`src/rtl/st_port_responder_pkg.sv`:
```
// Shared types and constants for the data-cache store-port responder.
// One buffered store is an st_port_entry_t; drain addresses are word-aligned.
package st_port_responder_pkg;

   localparam int unsigned PKG_PLEN    = 56;
   localparam int unsigned PKG_XLEN    = 64;
   localparam int unsigned PKG_BEW     = PKG_XLEN / 8;
   localparam int unsigned ALIGN_SHIFT = $clog2(PKG_BEW);

   typedef struct packed {
      logic [PKG_PLEN-1:0] addr;
      logic [PKG_XLEN-1:0] wdata;
      logic [PKG_BEW-1:0]  be;
      logic [1:0]          size;
   } st_port_entry_t;

   localparam logic [0:0] DRAIN_IDLE = 1'b0;
   localparam logic [0:0] DRAIN_REQ  = 1'b1;

   // Clear the byte-offset bits so the downstream port only sees word addresses.
   function automatic logic [PKG_PLEN-1:0] align_addr(input logic [PKG_PLEN-1:0] addr);
      logic [PKG_PLEN-1:0] a;
      a = addr;
      a[ALIGN_SHIFT-1:0] = {ALIGN_SHIFT{1'b0}};
      return a;
   endfunction

endpackage

```
`src/rtl/st_port_fifo.sv`:
```
// DEPTH-entry store FIFO; exposes head, next-head, occupancy and per-entry
// valid/address so the top can drain in order and check page-offset hazards.
module st_port_fifo
   import st_port_responder_pkg::*;
#(
   parameter int unsigned DEPTH = 4
) (
   input  logic                                clk_i,
   input  logic                                rst_ni,
   input  logic                                push_i,
   input  st_port_entry_t                      entry_i,
   input  logic                                pop_i,
   output logic                                full_o,
   output logic                                empty_o,
   output logic [$clog2(DEPTH):0]              count_o,
   output st_port_entry_t                      head_o,
   output st_port_entry_t                      head_next_o,
   output logic [DEPTH-1:0]                    valid_o,
   output logic [DEPTH-1:0][PKG_PLEN-1:0]      addr_o
);

   localparam int unsigned PW = $clog2(DEPTH);

   st_port_entry_t    mem_r [DEPTH];
   logic [PW-1:0]     wptr_r;
   logic [PW-1:0]     rptr_r;
   logic [PW:0]       count_r;
   logic [DEPTH-1:0]  valid_r;

   // Storage, pointers and occupancy; the caller never pushes when full or pops when empty.
   always_ff @(posedge clk_i or negedge rst_ni) begin
      if (!rst_ni) begin
         for (int i = 0; i < DEPTH; i++) begin
            mem_r[i] <= {$bits(st_port_entry_t){1'b0}};
         end
         wptr_r  <= {PW{1'b0}};
         rptr_r  <= {PW{1'b0}};
         count_r <= {(PW+1){1'b0}};
         valid_r <= {DEPTH{1'b0}};
      end else begin
         if (push_i) begin
            mem_r[wptr_r]   <= entry_i;
            valid_r[wptr_r] <= 1'b1;
            wptr_r          <= wptr_r + PW'(1);
         end
         if (pop_i) begin
            valid_r[rptr_r] <= 1'b0;
            rptr_r          <= rptr_r + PW'(1);
         end
         case ({push_i, pop_i})
            2'b10:   count_r <= count_r + (PW+1)'(1);
            2'b01:   count_r <= count_r - (PW+1)'(1);
            default: count_r <= count_r;
         endcase
      end
   end

   assign full_o      = (count_r == (PW+1)'(DEPTH));
   assign empty_o     = (count_r == (PW+1)'(0));
   assign count_o     = count_r;
   assign head_o      = mem_r[rptr_r];
   assign head_next_o = mem_r[rptr_r + PW'(1)];
   assign valid_o     = valid_r;

   for (genvar g = 0; g < DEPTH; g++) begin : g_addr
      assign addr_o[g] = mem_r[g].addr;
   end

endmodule

```
`src/rtl/st_port_responder.sv`:
```
// Store-port responder: grants and acknowledges store-buffer writes, queues
// them, and drains them in order to a req/gnt memory port.
module st_port_responder
   import st_port_responder_pkg::*;
#(
   parameter int unsigned PLEN    = PKG_PLEN,
   parameter int unsigned XLEN    = PKG_XLEN,
   parameter int unsigned DEPTH   = 4,
   parameter int unsigned ACK_LAT = 1
) (
   input  logic              clk_i,
   input  logic              rst_ni,
   input  logic              data_req_i,
   input  logic              data_we_i,
   input  logic [PLEN-1:0]   address_i,
   input  logic [XLEN-1:0]   data_wdata_i,
   input  logic [XLEN/8-1:0] data_be_i,
   input  logic [1:0]        data_size_i,
   output logic              data_gnt_o,
   output logic              data_rvalid_o,
   input  logic [11:0]       page_offset_i,
   output logic              page_offset_matches_o,
   output logic              empty_o,
   output logic              mem_req_o,
   output logic [PLEN-1:0]   mem_addr_o,
   output logic [XLEN-1:0]   mem_wdata_o,
   output logic [XLEN/8-1:0] mem_be_o,
   input  logic              mem_gnt_i
);

   localparam int unsigned CW = $clog2(DEPTH) + 1;

   logic                          gnt_s;
   logic                          pop_s;
   logic                          full_s;
   logic                          fifo_empty_s;
   logic [CW-1:0]                 count_s;
   st_port_entry_t                entry_s;
   st_port_entry_t                head_s;
   st_port_entry_t                head_next_s;
   logic [DEPTH-1:0]              valid_s;
   logic [DEPTH-1:0][PLEN-1:0]    entry_addr_s;
   logic                          match_s;
   logic                          unused_s;

   logic [ACK_LAT-1:0]            ack_pipe_r;
   logic [0:0]                    state_r;
   logic                          mem_req_r;
   st_port_entry_t                out_r;

   // Full is judged on the pre-pop count; nothing is granted while held in reset.
   assign gnt_s = rst_ni & data_req_i & data_we_i & ~full_s;
   assign pop_s = (state_r == DRAIN_REQ) & mem_gnt_i;

   // Pack the incoming store into a FIFO entry.
   always_comb begin
      entry_s       = {$bits(st_port_entry_t){1'b0}};
      entry_s.addr  = address_i;
      entry_s.wdata = data_wdata_i;
      entry_s.be    = data_be_i;
      entry_s.size  = data_size_i;
   end

   st_port_fifo #(
      .DEPTH (DEPTH)
   ) u_fifo (
      .clk_i       (clk_i),
      .rst_ni      (rst_ni),
      .push_i      (gnt_s),
      .entry_i     (entry_s),
      .pop_i       (pop_s),
      .full_o      (full_s),
      .empty_o     (fifo_empty_s),
      .count_o     (count_s),
      .head_o      (head_s),
      .head_next_o (head_next_s),
      .valid_o     (valid_s),
      .addr_o      (entry_addr_s)
   );

   // Delay every grant by ACK_LAT cycles to form the write acknowledge.
   always_ff @(posedge clk_i or negedge rst_ni) begin
      if (!rst_ni) begin
         ack_pipe_r <= {ACK_LAT{1'b0}};
      end else begin
         ack_pipe_r[0] <= gnt_s;
         for (int i = 1; i < ACK_LAT; i++) begin
            ack_pipe_r[i] <= ack_pipe_r[i-1];
         end
      end
   end

   // Drain FSM: present the head downstream, retire it on mem_gnt_i and
   // chain straight into the next entry (or the bypassed push) without a bubble.
   always_ff @(posedge clk_i or negedge rst_ni) begin
      if (!rst_ni) begin
         state_r   <= DRAIN_IDLE;
         mem_req_r <= 1'b0;
         out_r     <= {$bits(st_port_entry_t){1'b0}};
      end else begin
         case (state_r)
            DRAIN_IDLE: begin
               if (!fifo_empty_s) begin
                  out_r     <= head_s;
                  mem_req_r <= 1'b1;
                  state_r   <= DRAIN_REQ;
               end else begin
                  mem_req_r <= 1'b0;
               end
            end
            DRAIN_REQ: begin
               if (mem_gnt_i) begin
                  if (count_s > CW'(1)) begin
                     out_r <= head_next_s;
                  end else if (gnt_s) begin
                     out_r <= entry_s;
                  end else begin
                     mem_req_r <= 1'b0;
                     state_r   <= DRAIN_IDLE;
                  end
               end else begin
                  mem_req_r <= 1'b1;
               end
            end
            default: begin
               mem_req_r <= 1'b0;
               state_r   <= DRAIN_IDLE;
            end
         endcase
      end
   end

   // The in-flight head stays valid until retired, so it still flags a hazard.
   always_comb begin
      match_s = 1'b0;
      for (int i = 0; i < DEPTH; i++) begin
         if (valid_s[i] && (entry_addr_s[i][11:3] == page_offset_i[11:3])) begin
            match_s = 1'b1;
         end else begin
            match_s = match_s;
         end
      end
   end

   assign data_gnt_o            = gnt_s;
   assign data_rvalid_o         = ack_pipe_r[ACK_LAT-1];
   assign page_offset_matches_o = match_s;
   assign empty_o               = fifo_empty_s & (state_r == DRAIN_IDLE);
   assign mem_req_o             = mem_req_r;
   assign mem_addr_o            = align_addr(out_r.addr);
   assign mem_wdata_o           = out_r.wdata;
   assign mem_be_o              = out_r.be;

   assign unused_s = ^{out_r.size, page_offset_i[2:0], entry_addr_s};

endmodule

```
`config.mk`:
```
export PLATFORM = sky130hd
export DESIGN_NAME = st_port_responder
export DESIGN_NICKNAME = d
export VERILOG_FILES = /design/src/rtl/st_port_responder_pkg.sv /design/src/rtl/st_port_fifo.sv /design/src/rtl/st_port_responder.sv
export SDC_FILE = /design/constraint.sdc
export NUM_CORES = 1
export LEC_CHECK = 0
export CORE_ASPECT_RATIO = 1.2
export CORE_MARGIN = 2
export CORE_UTILIZATION = 45
export DETAILED_ROUTE_END_ITERATION = 8
export GPL_TIMING_DRIVEN = 0
export HOLD_SLACK_MARGIN = 0.08
export SYNTH_ARGS = -nofsm -noshare
export SYNTH_HDL_FRONTEND = slang
export SYNTH_SLANG_ARGS = --single-unit
```
`constraint.sdc`:
```
create_clock -name clk_i -period 3.3 [get_ports clk_i]
set_input_delay 0.825 -clock clk_i [delete_from_list [all_inputs] [get_ports clk_i]]
set_output_delay 0.825 -clock clk_i [all_outputs]
set_load 0.02 [all_outputs]
```
======== Yosys cells after proc, flatten, opt, wreduce, memory -nomap -nowiden ========
Index checks and enable logic that the tools add are counted.
Widths: inputs -> output; s select.
cells by class
  add/sub/neg operators ................... 4
  multiply operators ...................... 0
  div/mod/pow operators ................... 0
  $lt $le $gt $ge ......................... 9
  equal/unequal tests ..................... 12
  shift-type cells ........................ 0
  mux-type cells .......................... 34
  bitwise logic cells ..................... 13
  reduce and logical (&&, ||, !) cells .... 11
operators with widths
  kind                 count
  $mux 130             9
  $bmux 130 s2         2
  $bwmux 520           1
  $demux 130 s2        1
  $pmux 130 s2         1
  $eq 9x9->1           4
  $mux 1               13
  $ge 3x3->1 const B   3
  $not 2->3            3
  $mux 4               2
  $logic_and 1x1->1    7
  $lt 2x3->1 const B   2
  $ne 3x3->1 const B   2
  $pmux 3 s2           1
  $and 1x1->1          5
  $add 2x1->2 const B  2
  $and 4x4->4          1
  $demux 1 s2          2
  $ge 2x1->1 const B   2
  $ne 2x2->1 const B   2
  $not 4->4            1
  $or 4x4->4           1
  $pmux 1 s2           2
  $add 3x1->3 const B  1
  other kinds (12)     13
storage, ports and cells
  register bits after elaboration ......... 662
  latch bits .............................. 0
  memory bits (writable) .................. 0
  memory bits (read-only) ................. 0
  bits of input ports ..................... 147
  output and inout bits ................... 133
  word-level logic and storage cells ...... 109
  memories ................................ 0

======== Logic depth before layout (Yosys ltp) ========
Gate-level depths: netlist of run 1.
  depth after elaboration ................. 8
  gate-level depth with buffers ........... 12
  depth with buffers taken out ............ 8

======== Hierarchy ========
From an unflattened synthesis of run 1, not the netlist that was laid out.
unflattened totals
  cell total of the unflattened synthesis .. 2442
  area, all modules ....................... 35879.4 sq um
by module, submodules not included
  module             times used  cells each  area each (sq um)  seq. area each (sq um)
  st_port_fifo       1           1695        27861.7            13287.7
  st_port_responder  1           747         8017.7             3203.1

======== Worst setup path before layout of run 1 ========
No wires, ideal clock.
  path type ............................... reg2reg
  start point ............................. register u_fifo.rptr_r[0]
  end point ............................... register out_r, in the netlist mem_addr_o[24]
  data arrival time ....................... 2565 ps
  slack ................................... 617 ps
  stages on the path, launching flop included .. 13
  path buffers ............................ 6
  clock period less this slack ............ 2683 ps
  cells stage by stage .................... dfrtp_1 buf_2 buf_2 buf_2 inv_1 ha_1 buf_6 buf_6 buf_6 mux4_2 nand2_1 a32oi_1 a21o_1
between the ends
  word-level cells in the longest chain between the ends .. 8
  elaborated cells between the ends (all ways) .. 13
  those cells by class .................... 1 x add/sub; 10 x mux; 2 x bitwise
RTL lines
  what                                          line                      text
  from (decl)                                   st_port_fifo.sv:26        logic [PW-1:0] rptr_r;
  from (signal assigned)                        st_port_fifo.sv:37        rptr_r <= {PW{1'b0}};
  from (signal assigned)                        st_port_fifo.sv:48        rptr_r <= rptr_r + PW'(1);
  $add 2x1->2                                   st_port_fifo.sv:62        assign head_next_o = mem_r[rptr_r + PW'(1)];
  $not 2->3 (implied by the code)               st_port_fifo.sv:62
  $bmux 130 s2                                  st_port_fifo.sv:62
  $mux 130 (implied by the code) (2 in series)  st_port_fifo.sv:62
  $mux 130                                      st_port_responder.sv:113  if (count_s > CW'(1)) begin
  $mux 130                                      st_port_responder.sv:112  if (mem_gnt_i) begin
  $pmux 130 s2 *                                st_port_responder.sv:101  case (state_r)
  to (signal assigned)                          st_port_responder.sv:104  out_r <= head_s;
  to (signal assigned)                          st_port_responder.sv:114  out_r <= head_next_s;
  to (signal assigned)                          st_port_responder.sv:116  out_r <= entry_s;
  to (decl)                                     st_port_responder.sv:49   st_port_entry_t out_r;
Every way passes the cells marked *; elsewhere a longest branch is shown, timed or not. The select of a mux whose other input is x is not followed.
A chain may end at the register's enable or synchronous reset.

======== Final worst setup path of run 1 ========
  start point ............................. input port page_offset_i[7]
  end point ............................... output port page_offset_matches_o
between the ends
  word-level cells in the longest chain between the ends .. 6
  elaborated cells between the ends (all ways) .. 12
  those cells by class .................... 4 x eq/ne; 4 x mux; 4 x reduce/logical
RTL lines
  what                  line                      text
  from (decl)           st_port_responder.sv:21   input logic [11:0] page_offset_i,
  $eq 9x9->1            st_port_responder.sv:137  if (valid_s[i] && (entry_addr_s[i][11:3] == page_offset_i[11:3])) begin
  $logic_and 1x1->1     st_port_responder.sv:137
  $mux 1 (3 in series)  st_port_responder.sv:137
  $mux 1 *              st_port_responder.sv:137
  to (decl)             st_port_responder.sv:22   output logic page_offset_matches_o,
Every way passes the cells marked *; elsewhere a longest branch is shown, timed or not.

==> metrics.txt, run 1 <==
Sw Ratio=between 30% and 40%; pre-CTS setup slack=-1430 ps; most frequent cells in the layout=dfrtp_1 (639), mux2_2 (500), nand2_1 (384), clkdlybuf4s50_1 (256), mux4_2 (250); minimum clock period after layout=3200 ps; first-pass GRT wire length=145000 µm; Post-synth ARST share=100%; Post-Syn Area per Cell=14.1 µm²; Yosys warnings=0; Routed Antenna Nets=0; portion of total power attributed to combinational logic=50.2%; total wire length=between 90000 and 100000 µm; FF-to-FF path depth=11; Peak supply drop=0.746 mV; Setup WS post-layout=96.5 ps; clock buffer count from CTS=70; Reg power frac=31.9%; PD cells=1150 nW/µm²; crit path kind=in2out; Clock Power Share=17.9%; # nets final=2836; Leak Pwr=between 15 and 20 nW; largest net degree at the start of global routing=approximately 130; most common cell after layout, fill and taps aside=dfrtp_1; Worst EP required=2470 ps; #FFs+latches synth=639; post-synthesis sequential area ratio=between 40% and 50%; CP max FO=4; First DRT Iteration DRCs=about 1200; Worst-Skew Late Latency=610 ps; max-cap violations=0; Detail Placement HPWL=61600 µm; Distinct cells, synth=36; ratio of cells with drive above 1 in the final layout=about 38%; P_sw=0.0167 W; gr ovfl total=0; vias per inst=6.05; Post-synth EDFFs=0; RSZ-0062 raised after global routing=false; setup_tns=0 ps; clock root cell=clkbuf_16; worst reg-to-reg setup slack=130 ps; Slew Limit Headroom=44.4%; Cell Rows=108; CP Capture Type=output pin; Num Clock Sinks=639; final hold viol count=0; vias in the first global route=23600; Slew Viols, Final=0; fmax=roughly 310 MHz; Die ar.=74700 µm²; IO buf count=267; worst hold margin=207 ps; total track usage=25.5%; Placer Congestion=0.793; Tcrit/Tclk final=between 90 and 100%; CTS tree=done; vias=between 20000 and 25000; core area=72000 µm²; worst min-delay path class=in2async; routed len/inst=25.8 µm; Critical Path AT=2380 ps; Synth Instances=~2300; drc violations=0; status=finished, final reports clean; Layout Skew=10.3 ps; synth-to-layout area growth=20.5%; Startpoint Class=primary input; internal power=0.0287 W; initial core utilization=about 45%; Slew @ Worst Pin=833 ps; Die Y=~300 µm; Worst-path clk slew=60 ps; final setup vio count=0; top-level port count=280; initial antenna violation count=12; CTS Buffer Depth=3; DIE WIDTH=250 µm; Main synth FF type=dfrtp_1; H-tree depth=3; DRT Pass-1 Iters=6; mapped cell area=32600 µm²
-- logic make-up after synthesis --
group,synth area share [%]
buffers and inverters,3.44
and+or+nand+nor,4.82
xor gates and xnor gates,1.10
muxes,34.5
adders and majority gates,0.498
other,0.0115
DFF,49.0
AOI/OAI and AO/OA,6.63
-- layout make-up --
type                            instances  area [µm²]
Timing Repair Buffer                  280        3060
Sequential cell                       639       16000
Clock inverter                         17         216
Antenna cell                            6        15.0
Tap cell                              935        1170
Inverter                                9        33.8
Buffer                                194        1130
Fill cell                            5900       32700
Clock buffer                          107        2140
Multi-Input combinational cell       1482       15600
-- final timing paths --
path | start | to
max | page_offset_i[7] | page_offset_matches_o
min | rst_ni | u_fifo.addr_o[122]
max reg2reg | u_fifo.rptr_r[1] | mem_addr_o[36]
min reg2reg | mem_wdata_o[4] | mem_wdata_o[4]
max in group asynchronous | rst_ni | mem_wdata_o[23]
min in group clk_i | mem_wdata_o[4] | mem_wdata_o[4]
-- worst max-delay path, cell delays in order --
cell	delay (ps)
clkdlybuf4s50_1	520
xor2_1	210
nor4_2	270
nand4_1	120
nand3_1	150
clkdlybuf4s15_2	290
-- per-stage QoR --
stage	std cells	instance area, µm²	util (%)	total power, W
finish	3669	39300	54.6	0.0454
detailed placement	3532	36600	50.9	0.0373
global placement	3527	36500	50.7	0.0366
floorplan	2325	32700	-	0.0303
global route	3666	39300	54.6	0.0481
CTS	3663	39300	54.5	0.0457
-- metal layers --
layer / GRT usage [%] / vias to the layer above / routed length (µm)
li1: - / 9479 / -
met1: 32.9 / 11800 / 38500
met2: 42.5 / 719 / 47200
met3: 5.29 / 188 / 6040
met4: 9.52 / 12 / 3010
met5: 0 / - / 80
-- synthesized netlist by cell type (3+ instances only) --
cell type	number	area share (%)
dfrtp_1	639	49
mux2_2	500	17
nand2_1	384	4.4
mux4_2	250	17
a21o_1	126	2.9
a32oi_1	125	3.4
buf_2	99	1.5
clkbuf_1	47	0.54
buf_4	28	0.64
xor2_1	25	0.67
buf_6	17	0.59
xnor2_1	16	0.43
ha_1	13	0.50
a21oi_1	10	0.15
inv_1	8	0.092
nor4_1	6	0.11
buf_1	4	0.046
nand4_1	4	0.077
nor2_1	3	0.034
o21ai_0	3	0.046
-- power groups by stage --
| stage | Sequential, W | Combinational [W] | Clock, W |
|---|---|---|---|
| after floorplan | 0.0144 | 0.0158 | 0 |
| after global placement | 0.0142 | 0.0223 | 0 |
| after detailed placement | 0.0145 | 0.0228 | 0 |
| after CTS | 0.0144 | 0.0230 | 0.00835 |
| after global routing | 0.0149 | 0.0245 | 0.00866 |
| final | 0.0145 | 0.0228 | 0.00813 |
-- registers in the layout, summed over array words and instances (netlist names) --
| name | count |
|---|---|
| u_fifo.addr_o | 212 |
| u_fifo.valid_o | 4 |
| u_fifo.mem_r | 288 |
| state_r | 1 |
| u_fifo.rptr_r | 2 |
| u_fifo.wptr_r | 2 |
| mem_wdata_o | 64 |
| mem_req_o | 1 |
| mem_be_o | 8 |
| mem_addr_o | 53 |
| u_fifo.count_o | 3 |
| data_rvalid_o | 1 |
-- repair_timing --
item / CTS / global route
pin swaps: 1 / 0
resized for setup: 31 / 12
setup endpoints to repair: 630 / 73
endpoints found under the hold margin: 7 / 0
buffers inserted: 0 / 0
cloned: 6 / 0
hold buffers: 2 / 0
(Power assumes the default switching activity.)
==> run 2: changes to the inputs <==
SKIP_CTS_REPAIR_TIMING = 1   (was default)
SLEW_MARGIN = 40   (was default)
==> run 2 against run 1 <==
Compared with the run above: count of clock-buffer cells in the layout is 5 lower; total power is 0.77% higher; first-iteration DRC count is 19% higher; utilization is 0.089 points higher; design area is 0.16% higher; sequential power hardly changed; sequential share of layout area is 0.066 points lower; clock power is 4.8% higher; combinational power hardly changed; via count is 0.48% lower; final cell count hardly changed.
==> metrics.txt, run 2 (synthesis gave the netlist of run 1 again) <==
Slew @ Worst Pin=853 ps; Reg power frac=between 30% and 40%; worst hold margin=203 ps; internal power=0.0291 W; portion of total power attributed to combinational logic=49.8%; PD cells=between 1000 and 1500 nW/µm²; Sw Ratio=36.5%; Final Core Density=54.7%; Startpoint Class=primary input; Slew Limit Headroom=a little over two fifths; Num Clock Sinks=639; total wire length=93800 µm; synth-to-layout area growth=20.7%; fillcell total=5936; worst reg-to-reg setup slack=about 140 ps; routed len/inst=25.6 µm; first-pass GRT wire length=143000 µm; grt met1 use=32.1%; Detail Placement HPWL=61500 µm; critical path's slowest cell=clkdlybuf4s50_1; top-level port count=280; met2 Usage GRT=42.0%; Tcrit/Tclk final=98.9%; H-tree depth=3; status=finished, final reports clean; Worst EP required=approximately 2500 ps; WP buf/inv=2; # nets final=around 2800; largest net degree at the start of global routing=118; cell family with most CP delay=buffers and inverters; final setup vio count=0; Power, Total=0.0458 W; P_sw=roughly 0.017 W; GRT met3 Usage=4.85%; vias=22100; max-cap violations=0; Slew Viols, Final=0; CP Capture Type=output pin; Routed Antenna Nets=0; fmax=307 MHz; Critical Path AT=2440 ps; gr ovfl total=0; Leak Pwr=around 17 nW; Die Y=between 200 and 300 µm; crit-path max cell delay=530 ps; Placer Congestion=~0.8; First DRT Iteration DRCs=1450; Layout Skew=roughly 18 ps; clock root cell=clkbuf_16; CP Cell Sequence=clkdlybuf4s50_1 -> xor2_1 -> nor4_2 -> nand4_1 -> nand3_1 -> clkbuf_2; worst r2r src=u_fifo.count_o[0]; Worst-path clk slew=60 ps; total track usage=around 25%; Peak supply drop=0.522 mV; CTS tree=done; RSZ-0062 raised after global routing=true; Worst-Skew Late Latency=610 ps; most frequent cells in the layout=dfrtp_1 (639), mux2_2 (500), nand2_1 (384), clkdlybuf4s50_1 (260), mux4_2 (250); most common cell after layout, fill and taps aside=dfrtp_1; DRT Pass-1 Iters=4; worst min-delay path class=in2async; CP max FO=4; DIE WIDTH=250 µm; minimum clock period after layout=between 3000 and 4000 ps; ratio of cells with drive above 1 in the final layout=37.9%; initial antenna violation count=14; Die ar.=74700 µm²; crit path kind=in2out; Cell Rows=108; pre-CTS setup slack=-970 ps; vias per inst=6.02; IO buf count=267; max reg flops=about 290; busiest grt layer=met2; core area=72000 µm²; final hold viol count=0; vias in the first global route=roughly 24000; crit path from=page_offset_i[10]; drc violations=0; clock buffer count from CTS=71; CTS Buffer Depth=3; Setup WS post-layout=37.5 ps; Clock Power Share=roughly a fifth; initial core utilization=45.3%; most flop-heavy register=u_fifo.mem_r
-- run 2: final timing paths --
path                                          to  depth (start not counted)
max                        page_offset_matches_o                          6
min                            u_fifo.addr_o[20]                          2
max reg2reg                       mem_addr_o[46]                          8
min reg2reg                      mem_wdata_o[31]                          1
max in group asynchronous        mem_wdata_o[18]                          6
min in group clk_i               mem_wdata_o[31]                          1
-- run 2: metal layers --
layer | vias to the layer above | share of wire [%]
li1 | 9485 | -
met1 | 11700 | 41
met2 | 705 | 50
met3 | 180 | 6.2
met4 | 14 | 3.2
met5 | - | 0.094
-- run 2: power by group through the flow --
stage	sequential, W	clock (W)	combinational [W]
6_report	0.0145	0.00852	0.0228
5_1_grt	0.0149	0.00905	0.0245
4_1_cts	0.0144	0.00872	0.0229
3_5_place_dp	0.0145	0	0.0228
3_3_place_gp	0.0142	0	0.0223
2_1_floorplan	0.0144	0	0.0158
-- run 2: stage by stage --
| stage | setup TNS (ps) | area, µm² | instances |
|---|---|---|---|
| detailed placement | -378640 | 36700 | 3533 |
| finish | 0 | 39400 | 3670 |
| global route | 0 | 39400 | 3667 |
| global placement | - | 36500 | 3527 |
| CTS | -58590 | 39200 | 3659 |
| floorplan | 0 | 32700 | 2325 |
-- run 2: final cells by class --
class                   count  area (µm²)  area share, %
clock inverters            24         365          0.927
well taps                 935        1170           2.97
repair buffers            278        2980           7.55
diodes                      7        17.5         0.0445
plain buffers             194        1130           2.87
clock buffers             102        2140           5.43
inverters                   9        33.8         0.0857
flip-flops and latches    639       16000           40.6
multi-input cells        1482       15600           39.5
==> run 3: changes to the inputs <==
ABC_CLOCK_PERIOD_IN_PS = 3300   (was default)
SLEW_MARGIN = 20   (was 40)
==> run 3 against run 2 <==
Compared with the run above: via count grew 0.24%; largest cell class unchanged; clock skew fell by 1.0 ps; critical path type unchanged; largest power group unchanged; count of clock-buffer cells in the layout up 1.
==> metrics.txt, run 3 (synthesis gave the netlist of run 1 again) <==
first-pass GRT wire length=143000 µm; DRT Pass-1 Iters=5; reg2reg end=mem_be_o[1]; CP Capture Type=output pin; total track usage=around 25%; Slew Limit Headroom=roughly 45%; Peak supply drop=0.685 mV; worst reg-to-reg setup slack=roughly 160 ps; Detail Placement HPWL=61900 µm; clock buffer count from CTS=69; most frequent cells in the layout=dfrtp_1 (639), mux2_2 (500), nand2_1 (384), clkdlybuf4s50_1 (260), mux4_2 (250); Sw Ratio=36.7%; Cell Rows=108; Final Core Density=a little over half; status=finished, final reports clean; PD cells=1160 nW/µm²; portion of total power attributed to combinational logic=50.6%; H-tree depth=3; Startpoint Class=primary input; worst r2r src=u_fifo.rptr_r[0]; most common cell after layout, fill and taps aside=dfrtp_1; Die ar.=74700 µm²; design area=between 30000 and 40000 µm²; Critical Path AT=2450 ps; Slew Viols, Final=0; Routed Antenna Nets=0; clock root cell=clkbuf_16; Num Clock Sinks=639; DIE WIDTH=250 µm; Worst-Skew Late Latency=600 ps; gr ovfl total=0; Placer Congestion=0.793; CTS Buffer Depth=3; Layout Cells excl Fill=3655; max reg flops=288; final setup vio count=0; CP max FO=4; Tcrit/Tclk final=roughly 100%; Die Y=299 µm; Clock Power Share=about 17%; Power, Total=approximately 0.045 W; IO buf count=~270; Cells after DPL=about 3500; top-level port count=280; routed len/inst=25.6 µm; FF-to-FF path depth=12; total wire length=approximately 93000 µm; Worst-path clk slew=about 60 ps; internal power=0.0287 W; CTS tree=done; ratio of cells with drive above 1 in the final layout=37.3%; synth-to-layout area growth=19.9%; final hold viol count=0; initial core utilization=45.3%; Setup WS post-layout=29.3 ps; crit path kind=in2out; pre-CTS setup slack=-580 ps; fmax=~300 MHz; largest net degree at the start of global routing=99; drc violations=0; # nets final=2831; vias=between 20000 and 25000; Reg power frac=32.0%; minimum clock period after layout=3270 ps; Layout Skew=between 15 and 20 ps; First DRT Iteration DRCs=roughly 1300; vias per inst=~6.1; P_sw=about 0.017 W; initial antenna violation count=14; Leak Pwr=approximately 17 nW; most flop-heavy register=u_fifo.mem_r; core area=72000 µm²; Slew @ Worst Pin=827 ps; vias in the first global route=23500; worst min-delay path class=in2async; Worst EP required=2470 ps; DP Area=36700 µm²; max-cap violations=0
[run 3: cell type report]
cell class / count / area, µm²
Fill cell: 5918 / 32900
Tap cell: 935 / 1170
Clock buffer: 103 / 2060
Timing Repair Buffer: 276 / 2940
Sequential cell: 639 / 16000
Clock inverter: 13 / 199
Inverter: 9 / 33.8
Multi-Input combinational cell: 1482 / 15600
Buffer: 194 / 1180
Antenna cell: 4 / 10.0
[run 3: worst max-delay path, cell delays in order]
cell	delay (ps)
clkdlybuf4s50_1	530
xor2_1	210
nor4_2	360
nand4_1	130
nand3_1	190
clkbuf_2	200
[run 3: worst max-delay path by stage]
stage	start	end	slack, ps	cells after the start
after global routing	page_offset_i[10]	page_offset_matches_o	-6	7
after CTS	state_r	empty_o	-600	4
after detailed placement	rst_ni	data_gnt_o	-580	6
after floorplan	u_fifo.rptr_r[0]	mem_addr_o[24]	620	12
final	page_offset_i[10]	page_offset_matches_o	30	6
after global placement	rst_ni	mem_wdata_o[22]	-27020	1
[run 3: power by group through the flow]
stage / logic, W / clock network (W) / registers [W]
after floorplan: 0.0158 / 0 / 0.0144
after global placement: 0.0223 / 0 / 0.0142
after detailed placement: 0.0228 / 0 / 0.0145
after CTS: 0.0229 / 0.00809 / 0.0144
after global routing: 0.0247 / 0.00842 / 0.0149
final: 0.0229 / 0.00788 / 0.0145
[run 3: layer usage]
layer	share of wire, %	global-route usage [%]	vias to the layer above
li1	-	-	9463
met2	50	42.0	726
met3	6.3	5.07	172
met5	0.11	0	-
met1	40	32.2	11800
met4	3.2	9.80	18
[run 3: metrics by stage]
step	hold slack, ps	setup TNS [ps]
3_3_place_gp	458	-
2_1_floorplan	490	0
6_report	95.7	0
3_5_place_dp	465	-140490
5_1_grt	92.0	-5.95
4_1_cts	109	-40040
